File: src/rtl/uart_tx_drain.sv
// uart_tx_drain
//   Drains bytes from the transmit-side uart_fifo and serialises them onto the
//   TX pin as 8N1 frames (start, WIDTH data bits LSB first, stop). One FIFO
//   read is issued per frame. The read data is captured one cycle later, when
//   the FIFO reports it valid.
//
//   Optional feature: define UART_TX_PARITY_EN to insert an even-parity bit
//   between the last data bit and the stop bit.
//
// Parameters:
//   WIDTH        - data bits per frame (matches the FIFO WIDTH)
//   CLKS_PER_BIT - i_clk cycles per UART bit, >= 2
//
// Ports:
//   i_clk      - clock
//   i_rst      - asynchronous active-high reset
//   o_rd_en    - FIFO read strobe (combinational, only in IDLE)
//   i_rd_data  - FIFO read data
//   i_rd_valid - FIFO read data valid, one cycle after an accepted read
//   i_empty    - FIFO empty flag
//   o_tx       - serial line, idle high
//   o_busy     - high whenever not IDLE
//   o_done     - one-cycle pulse in the first IDLE cycle after a stop bit
module uart_tx_drain #(
    parameter int WIDTH        = 8,
    parameter int CLKS_PER_BIT = 868
) (
    input  logic             i_clk,
    input  logic             i_rst,
    output logic             o_rd_en,
    input  logic [WIDTH-1:0] i_rd_data,
    input  logic             i_rd_valid,
    input  logic             i_empty,
    output logic             o_tx,
    output logic             o_busy,
    output logic             o_done
);

    localparam int CW = $clog2(CLKS_PER_BIT);
    localparam int IW = $clog2(WIDTH) + 1;
    localparam logic [CW-1:0] CNT_MAX  = CW'(CLKS_PER_BIT - 1);
    localparam logic [IW-1:0] LAST_BIT = IW'(WIDTH - 1);

`ifdef UART_TX_PARITY_EN
    typedef enum logic [2:0] {
        S_IDLE, S_WAIT, S_START, S_DATA, S_PARITY, S_STOP
    } state_t;
`else
    typedef enum logic [2:0] {
        S_IDLE, S_WAIT, S_START, S_DATA, S_STOP
    } state_t;
`endif

    state_t            state;
    state_t            state_nxt;
    logic [CW-1:0]     baud_cnt;
    logic [IW-1:0]     bit_idx;
    logic [WIDTH-1:0]  shift;
    logic              done_q;
    logic              bit_end;
    logic              timed;
`ifdef UART_TX_PARITY_EN
    logic              parity_q;
`endif

    assign bit_end = (baud_cnt == CNT_MAX);

    // States in which the baud counter runs
    always_comb begin
        timed = 1'b0;
        case (state)
            S_START, S_DATA, S_STOP: timed = 1'b1;
`ifdef UART_TX_PARITY_EN
            S_PARITY:                timed = 1'b1;
`endif
            default:                 timed = 1'b0;
        endcase
    end

    // State register
    always_ff @(posedge i_clk or posedge i_rst) begin
        if (i_rst) state <= S_IDLE;
        else       state <= state_nxt;
    end

    // Next-state logic
    always_comb begin
        state_nxt = state;
        case (state)
            S_IDLE:  if (!i_empty) state_nxt = S_WAIT;
            S_WAIT:  state_nxt = i_rd_valid ? S_START : S_IDLE;
            S_START: if (bit_end) state_nxt = S_DATA;
            S_DATA: begin
                if (bit_end && (bit_idx == LAST_BIT)) begin
`ifdef UART_TX_PARITY_EN
                    state_nxt = S_PARITY;
`else
                    state_nxt = S_STOP;
`endif
                end
            end
`ifdef UART_TX_PARITY_EN
            S_PARITY: if (bit_end) state_nxt = S_STOP;
`endif
            S_STOP:  if (bit_end) state_nxt = S_IDLE;
            default: state_nxt = S_IDLE;
        endcase
    end

    // Datapath: baud counter, bit index, shift register, done pulse
    always_ff @(posedge i_clk or posedge i_rst) begin
        if (i_rst) begin
            baud_cnt <= '0;
            bit_idx  <= '0;
            shift    <= '0;
            done_q   <= 1'b0;
`ifdef UART_TX_PARITY_EN
            parity_q <= 1'b0;
`endif
        end else begin
            // Cleared on every state change and at each bit boundary, so the
            // count never leaves 0..CLKS_PER_BIT-1.
            if (!timed || bit_end || (state_nxt != state))
                baud_cnt <= '0;
            else
                baud_cnt <= baud_cnt + CW'(1);

            if (state != S_DATA)
                bit_idx <= '0;
            else if (bit_end)
                bit_idx <= bit_idx + IW'(1);

            if ((state == S_WAIT) && i_rd_valid) begin
                shift    <= i_rd_data;
`ifdef UART_TX_PARITY_EN
                parity_q <= ^i_rd_data;
`endif
            end else if ((state == S_DATA) && bit_end) begin
                shift <= shift >> 1;
            end

            done_q <= (state == S_STOP) && bit_end;
        end
    end

    // Outputs; o_tx is decoded from state so reset forces the line high at once
    always_comb begin
        o_tx    = 1'b1;
        o_rd_en = (state == S_IDLE) && !i_empty;
        o_busy  = (state != S_IDLE);
        o_done  = done_q;
        case (state)
            S_START:  o_tx = 1'b0;
            S_DATA:   o_tx = shift[0];
`ifdef UART_TX_PARITY_EN
            S_PARITY: o_tx = parity_q;
`endif
            default:  o_tx = 1'b1;
        endcase
    end

endmodule

File: config.mk
export PLATFORM = sky130hd
export DESIGN_NAME = uart_tx_drain
export DESIGN_NICKNAME = d
export VERILOG_FILES = /design/src/rtl/uart_tx_drain.sv
export SDC_FILE = /design/constraint.sdc
export NUM_CORES = 1
export LEC_CHECK = 0
export ABC_AREA = 1
export CELL_PAD_IN_SITES_DETAIL_PLACEMENT = 1
export CELL_PAD_IN_SITES_GLOBAL_PLACEMENT = 2
export CORE_UTILIZATION = 29
export DETAILED_ROUTE_END_ITERATION = 16
export HOLD_SLACK_MARGIN = 0.05
export PLACE_DENSITY = 0.82
export SLEW_MARGIN = 20
export SYNTH_ARGS = -nofsm -noshare
export SYNTH_HDL_FRONTEND = slang
export SYNTH_SLANG_ARGS = --single-unit
export TNS_END_PERCENT = 20
File: constraint.sdc
create_clock -name i_clk -period 1.5 [get_ports i_clk]
set_clock_uncertainty 0.05 [all_clocks]
set_input_delay 0.225 -clock i_clk [delete_from_list [all_inputs] [get_ports i_clk]]
set_output_delay 0.225 -clock i_clk [all_outputs]
set_load 0.05 [all_outputs]
==> metrics <==
core area=4723 sq um; top cells by area, synth=dfrtp_1 (46%), nand2_1 (17%), nor2_1 (5.8%); Synth Area per Inst=7.823 sq um; clk sinks=26; Layout Cells excl Fill=285; Fill cells=587; minimum clock period=1.513 ns; chip height=72.07 um; antenna violations before repair=0; Synth area leader=dfrtp_1; worst reg2reg startpoint=baud_cnt[0]; WS Path Type=reg -> out; GPL Wtd Cong=0.7628; CP required=1.22 ns; CP Cell Sequence=nor2_2 > nand2_2 > nor2_4 > buf_12; Slew HR=76.80%; pin slew with the least headroom to its limit=0.3480 ns; largest net degree at the start of global routing=27; Fin Hold WS=0.2534 ns; vias post-DR=1270; final core area utilization=40.48%; max incr delay on CP=0.41 ns; setup TNS=-0.01270 ns; final WL=3.279 mm; Via density=4.456; Design Area, Final=1912 sq um; Reg2Reg Depth=8; MaxCap Viol Count=0; Mapped Nets=196; fmax=661.1 MHz; Fin. Hold Viols=0; root buffer cell=clkbuf_8; area grow syn2layout=34.27%; Worst-path clk slew=0.09 ns; Pwr Total=1.149 mW; worst-case clock buffer depth=2; share of cells above drive strength 1=21.56%; number of global-route vias before repair=1312; number of iterations in the first detailed-routing pass=2; pins over their slew limit=0; Seq/Total Area, Yosys=45.69%; ant diodes=0; fin nets=234; Clock Latency Late Sink=0.27 ns; Hold Crit Class=in -> async; top-area cell type share of the netlist area=45.69%; unique cell type count in the Yosys netlist=26; crit-path max FO=3; global route overflow=0; Final Setup Violations=1; failing checks=setup timing; post-route ant nets=0; TritonCTS clock tree=built; WL/cell=11.51 um; global-route wire length before repair=5.823 mm; H-tree depth=1; Final HPWL DP=2.426 mm; DIE WIDTH=72.07 um; Setup WS post-layout=-0.01270 ns; CP arrival=1.24 ns; DIE AREA=5194 sq um; Syn. warnings=0; crit path capture=o_rd_en; Reg2Reg Setup Slack=0.04 ns; result of the run=finished with violations; r2r endpoint=state[0]; Placed Area=1779 sq um; Final Cycle Share=100.8%; I/O pin cnt=16; CTS Hold Bufs=0; All-Layer GR Usage=14.30%; Inserted Clock Buffers=3; detailed router's first-iteration violation count=40; worst-path cell with the longest stage delay=dfrtp_1; DP Cell Count=274; drt drc=0; leakage power=0.9191 nW; Cells after Synth=182; Peak VDD IR=0.2671 mV; Power Dens Cells=601.2 nW/um^2; count of input and output buffers=15; pre-CTS WS=0.005575 ns; site row count=25; #FFs+latches synth=26; post-synthesis instance area=1424 sq um; Worst setup EP type=output pin; Worst setup SP type=flop; RSZ-0062 raised after global routing=true; Worst Setup SP=state[0]; Initial Utilization=30.15%
[layout by cell type, fill, tap and decap left out, types with 2 or more instances in the layout]
cell,netlist,layout
a21oi_1,3,3
nor2_4,2,4
nor3_1,3,3
buf_6,1,2
buf_4,0,17
nand2_2,4,4
inv_1,17,17
nand2_4,1,2
clkbuf_8,0,3
clkdlybuf4s50_1,0,11
nand2_1,65,64
nor2_2,1,3
dfrtp_1,26,25
ha_1,2,2
buf_12,0,4
o21ai_0,3,3
xor2_1,4,4
nand3_1,15,15
nand4_1,3,3
nor2_1,22,18
[flip-flops by register name (all words and copies together), names as in the netlist]
name,flops
baud_cnt,10
shift,8
o_done,1
bit_idx,4
state,3
[routing by layer]
metal	vias to the layer above	wire, um	share of wire [%]	GRT usage, %
li1	648	-	-	-
met3	7	54	1.6	2.083
met4	0	59	1.8	5.229
met1	601	1598	49	18.91
met2	14	1567	48	23.78
met5	-	0	0	0
[cells in the mapped netlist (all sizes together)]
| library cell | n |
|---|---|
| xor2 | 4 |
| nor3 | 5 |
| a21oi | 3 |
| inv | 18 |
| nand2 | 70 |
| nand3b | 1 |
| nand3 | 17 |
| dfrtp | 26 |
| or2 | 1 |
| ha | 2 |
| buf | 1 |
| o21ai | 4 |
| nand4 | 4 |
| nor2 | 25 |
| mux2i | 1 |
[critical path: cells and delay by family (launching register included)]
family	cells	cell delay, ns
buffers and inverters	1	0.15
flip-flops	1	0.41
AND/OR/NAND/NOR	3	0.40
[kinds of logic (layout without fill, tap and decap cells)]
group	Yosys count	in the layout	share of synthesized area (%)
XOR/XNOR	4	4	2.460
flip-flops	26	26	45.69
AO/OA/AOI/OAI	7	7	2.460
adder cells (fa/ha/maj)	2	2	1.757
buffers and inverters	19	55	5.536
multiplexers	1	1	0.7030
AND/OR/NAND/NOR	123	123	41.39
[area by class of cell]
| class | count | area [sq um] | share of cell area, % |
|---|---|---|---|
| multi-input combinational | 137 | 721.9 | 37.76 |
| tap | 67 | 83.83 | 4.385 |
| sequential | 26 | 651.9 | 34.10 |
| inverter | 18 | 72.57 | 3.796 |
| timing repair buffer | 34 | 340.3 | 17.80 |
| clock buffer | 3 | 41.29 | 2.160 |
[where the power goes]
part           internal [mW]  switching [mW]  leakage [nW]
combinational         0.0268          0.0191         0.561
sequential             0.700               0         0.337
clock                  0.180           0.223        0.0216
[how the worst min path moves through the flow]
stage                  end        from  slack, ns
2_1_floorplan  baud_cnt[0]       i_rst       0.22
3_3_place_gp    bit_idx[1]  bit_idx[1]       0.44
3_5_place_dp      shift[7]    shift[7]       0.44
4_1_cts        baud_cnt[2]       i_rst       0.28
5_1_grt        baud_cnt[1]       i_rst       0.32
6_report       baud_cnt[3]       i_rst       0.25
[repair_timing]
item,in CTS,in global routing
resized for setup,3,7
pin swaps,3,0
setup buffers,5,3
setup endpoints to repair,2,24
cloned,0,0
hold endpoints to repair,0,0
(Power assumes the default switching activity.)
==> edit, RTL diff (same flow settings) <==
Encoding of `state_t`: now one-hot (5 bits for 5 states).
--- a/src/rtl/uart_tx_drain.sv
+++ b/src/rtl/uart_tx_drain.sv
@@ -47,6 +47,6 @@
     } state_t;
 `else
-    typedef enum logic [2:0] {
-        S_IDLE, S_WAIT, S_START, S_DATA, S_STOP
+    typedef enum logic [4:0] {
+        S_IDLE = 5'b00001, S_WAIT = 5'b00010, S_START = 5'b00100, S_DATA = 5'b01000, S_STOP = 5'b10000
     } state_t;
 `endif
Check against the original RTL: no difference found for any inputs over 10 cycles, from zero or initial values and one cycle with i_rst high; not proved beyond that.
==> edit against the unedited design <==
- the run still ends with setup timing left
- sequential cell count is 2 higher
- setup slack lost 0.12 ns
- wire length grew 34%
- design area grew 24%
- synthesized area is 12% higher
- critical endpoint unchanged
- core utilization increased by 5.1 points
Power is not compared: it rests on default switching activity, and its combinational part moved more than twofold at a synthesized area within 25%.
==> edit: results (changes against the unedited design) <==
stage;metric;value;unit;change
synthesis;post-synth net total;222;;was 196
global_route;first-pass GRT wire length;7.38;mm;was 5.82 mm
sta;setup TNS;-0.942;ns;was -0.0127 ns
outcome;status;complete, but fails checks;;unchanged
placement;placed cells;304;;was 274
sta;Slew headroom;66.4;%;was 76.8%
outcome;failing checks;setup timing;;unchanged
placement;DP HPWL;2.87;mm;was 2.43 mm
finish;nets@finish;270;;was 234
routing;Detailed Route WL;4.39;mm;was 3.28 mm
synthesis;top cells by area, synth;dfrtp_1, nand2_1, nand3_1;;was dfrtp_1, nand2_1, nor2_1
sta;final setup fails;13;;was 1
sta;final worst slack;-0.133;ns;was -0.0127 ns
finish;layout cells sized above 1;34.1;%;was 21.6%
setup_path;crit-path max FO;3;;unchanged
global_route;largest net degree at the start of global routing;29;;was 27
finish;Fill cells;625;;was 587
routing;drt pass-1 iters;3;;was 2
hold_path;Hold WC Path Type;input port to async pin;;unchanged
clocking;clk slew on worst S/H paths;0.11;ns;was 0.09 ns
setup_path;worst path arrival time;1.36;ns;was 1.24 ns
finish;Finished Layout Cells;325;;was 285
synthesis;post-synthesis instance total;208;;was 182
routing;routed vias;1459;;was 1270
global_route;GRT Total Usage;15.6;%;was 14.3%
synthesis;register area share after synthesis;44.1;%;was 45.7%
synthesis;Post-synth top cells;nand2_1, nor2_1, dfrtp_1, nand3_1, inv_1;;was nand2_1, dfrtp_1, nor2_1
finish;Regs by FF count;baud_cnt x10, shift x8, state x5;;was baud_cnt x10, shift x8, bit_idx x4
finish;area occupied by multi-input gates;966;sq um;was 722 sq um
global_route;vias in the first global route;1589;;was 1312
placement;Cell Area, Placed;1970;sq um;was 1780 sq um
clocking;clk root buf;clkbuf_8;;unchanged
placement;routability cong.;0.744;;was 0.763
## edit: changes by cell type after synthesis, sizes merged, moves of 2 or more
| cell | unedited run | this run |
|---|---|---|
| inv | 18 | 23 |
| nand2 | 70 | 65 |
| nand3 | 17 | 28 |
| nand4 | 4 | 1 |
| nor2 | 25 | 33 |
| o21ai | 4 | 8 |
| xnor2 | 0 | 2 |
## edit: worst paths after layout
path	to	startpoint	slack, ns	cells past startpoint
worst max-delay path	o_rd_en	state[0]	-0.13	5
worst min-delay path	state[2]	i_rst	0.23	3
worst max register to register	shift[1]	state[2]	-0.11	11
worst min register to register	bit_idx[0]	bit_idx[0]	0.47	1
max in group asynchronous	state[0]	i_rst	0.95	3
min in group i_clk	bit_idx[0]	bit_idx[0]	0.47	1
## edit: final cells by class
cell class                      instances  share of cell area (%)
Clock buffer                            3                    1.74
Inverter                               24                    3.90
Timing Repair Buffer                   44                    19.1
Sequential cell                        28                    29.6
Tap cell                               70                    3.69
Clock inverter                          1                    1.27
Multi-Input combinational cell        155                    40.7
## edit: power breakdown
group	switching [W]	leakage, nW	total (W)	internal, W
clock	0.000251	0.0357	0.000609	0.000357
combinational	0.000556	0.694	0.00103	0.000475
sequential	0.0000970	0.383	0.000979	0.000882
total	0.000904	1.11	0.00262	0.00171
## edit: critical path, stage by stage, from the launching register on
cell and delay [ns]:
dfstp_2 0.57, inv_2 0.05, nor2_4 0.11, nand2_4 0.08
nor2_4 0.13, buf_12 0.14
## edit: what timing repair did
item                       in CTS  in global routing
pin swaps                       8                 18
cloned                          0                  1
setup buffers                  11                  5
gates resized for setup        25                 31
setup endpoints to repair      16                 30
## edit: per-stage QoR
stage	total power, W	setup slack [ns]	hold slack [ns]
floorplan	0.00146	-0.0880	0.240
global placement	0.00170	-0.0161	0.440
detailed placement	0.00173	-0.0344	0.446
CTS	0.00250	-0.134	0.230
global route	0.00278	-0.213	0.241
finish	0.00262	-0.133	0.226
## edit: per-layer routing
metal	vias up	wire length [um]	global-route usage, %
met2	5	2320	28.4
li1	750	-	-
met3	4	27	1.44
met5	-	0	0
met1	700	1990	20.6
met4	0	57	2.31
## edit: kinds of logic (layout without fill, tap and decap cells)
| kind of cell | after synthesis | after routing | share of synthesized area [%] |
|---|---|---|---|
| AND/OR/NAND/NOR | 134 | 135 | 40.1 |
| flip-flops | 28 | 28 | 44.1 |
| buffers and inverters | 26 | 72 | 6.68 |
| AO/OA/AOI/OAI | 10 | 10 | 3.14 |
| XOR/XNOR | 7 | 7 | 3.85 |
| adder cells (fa/ha/maj) | 2 | 2 | 1.57 |
| multiplexers | 1 | 1 | 0.628 |
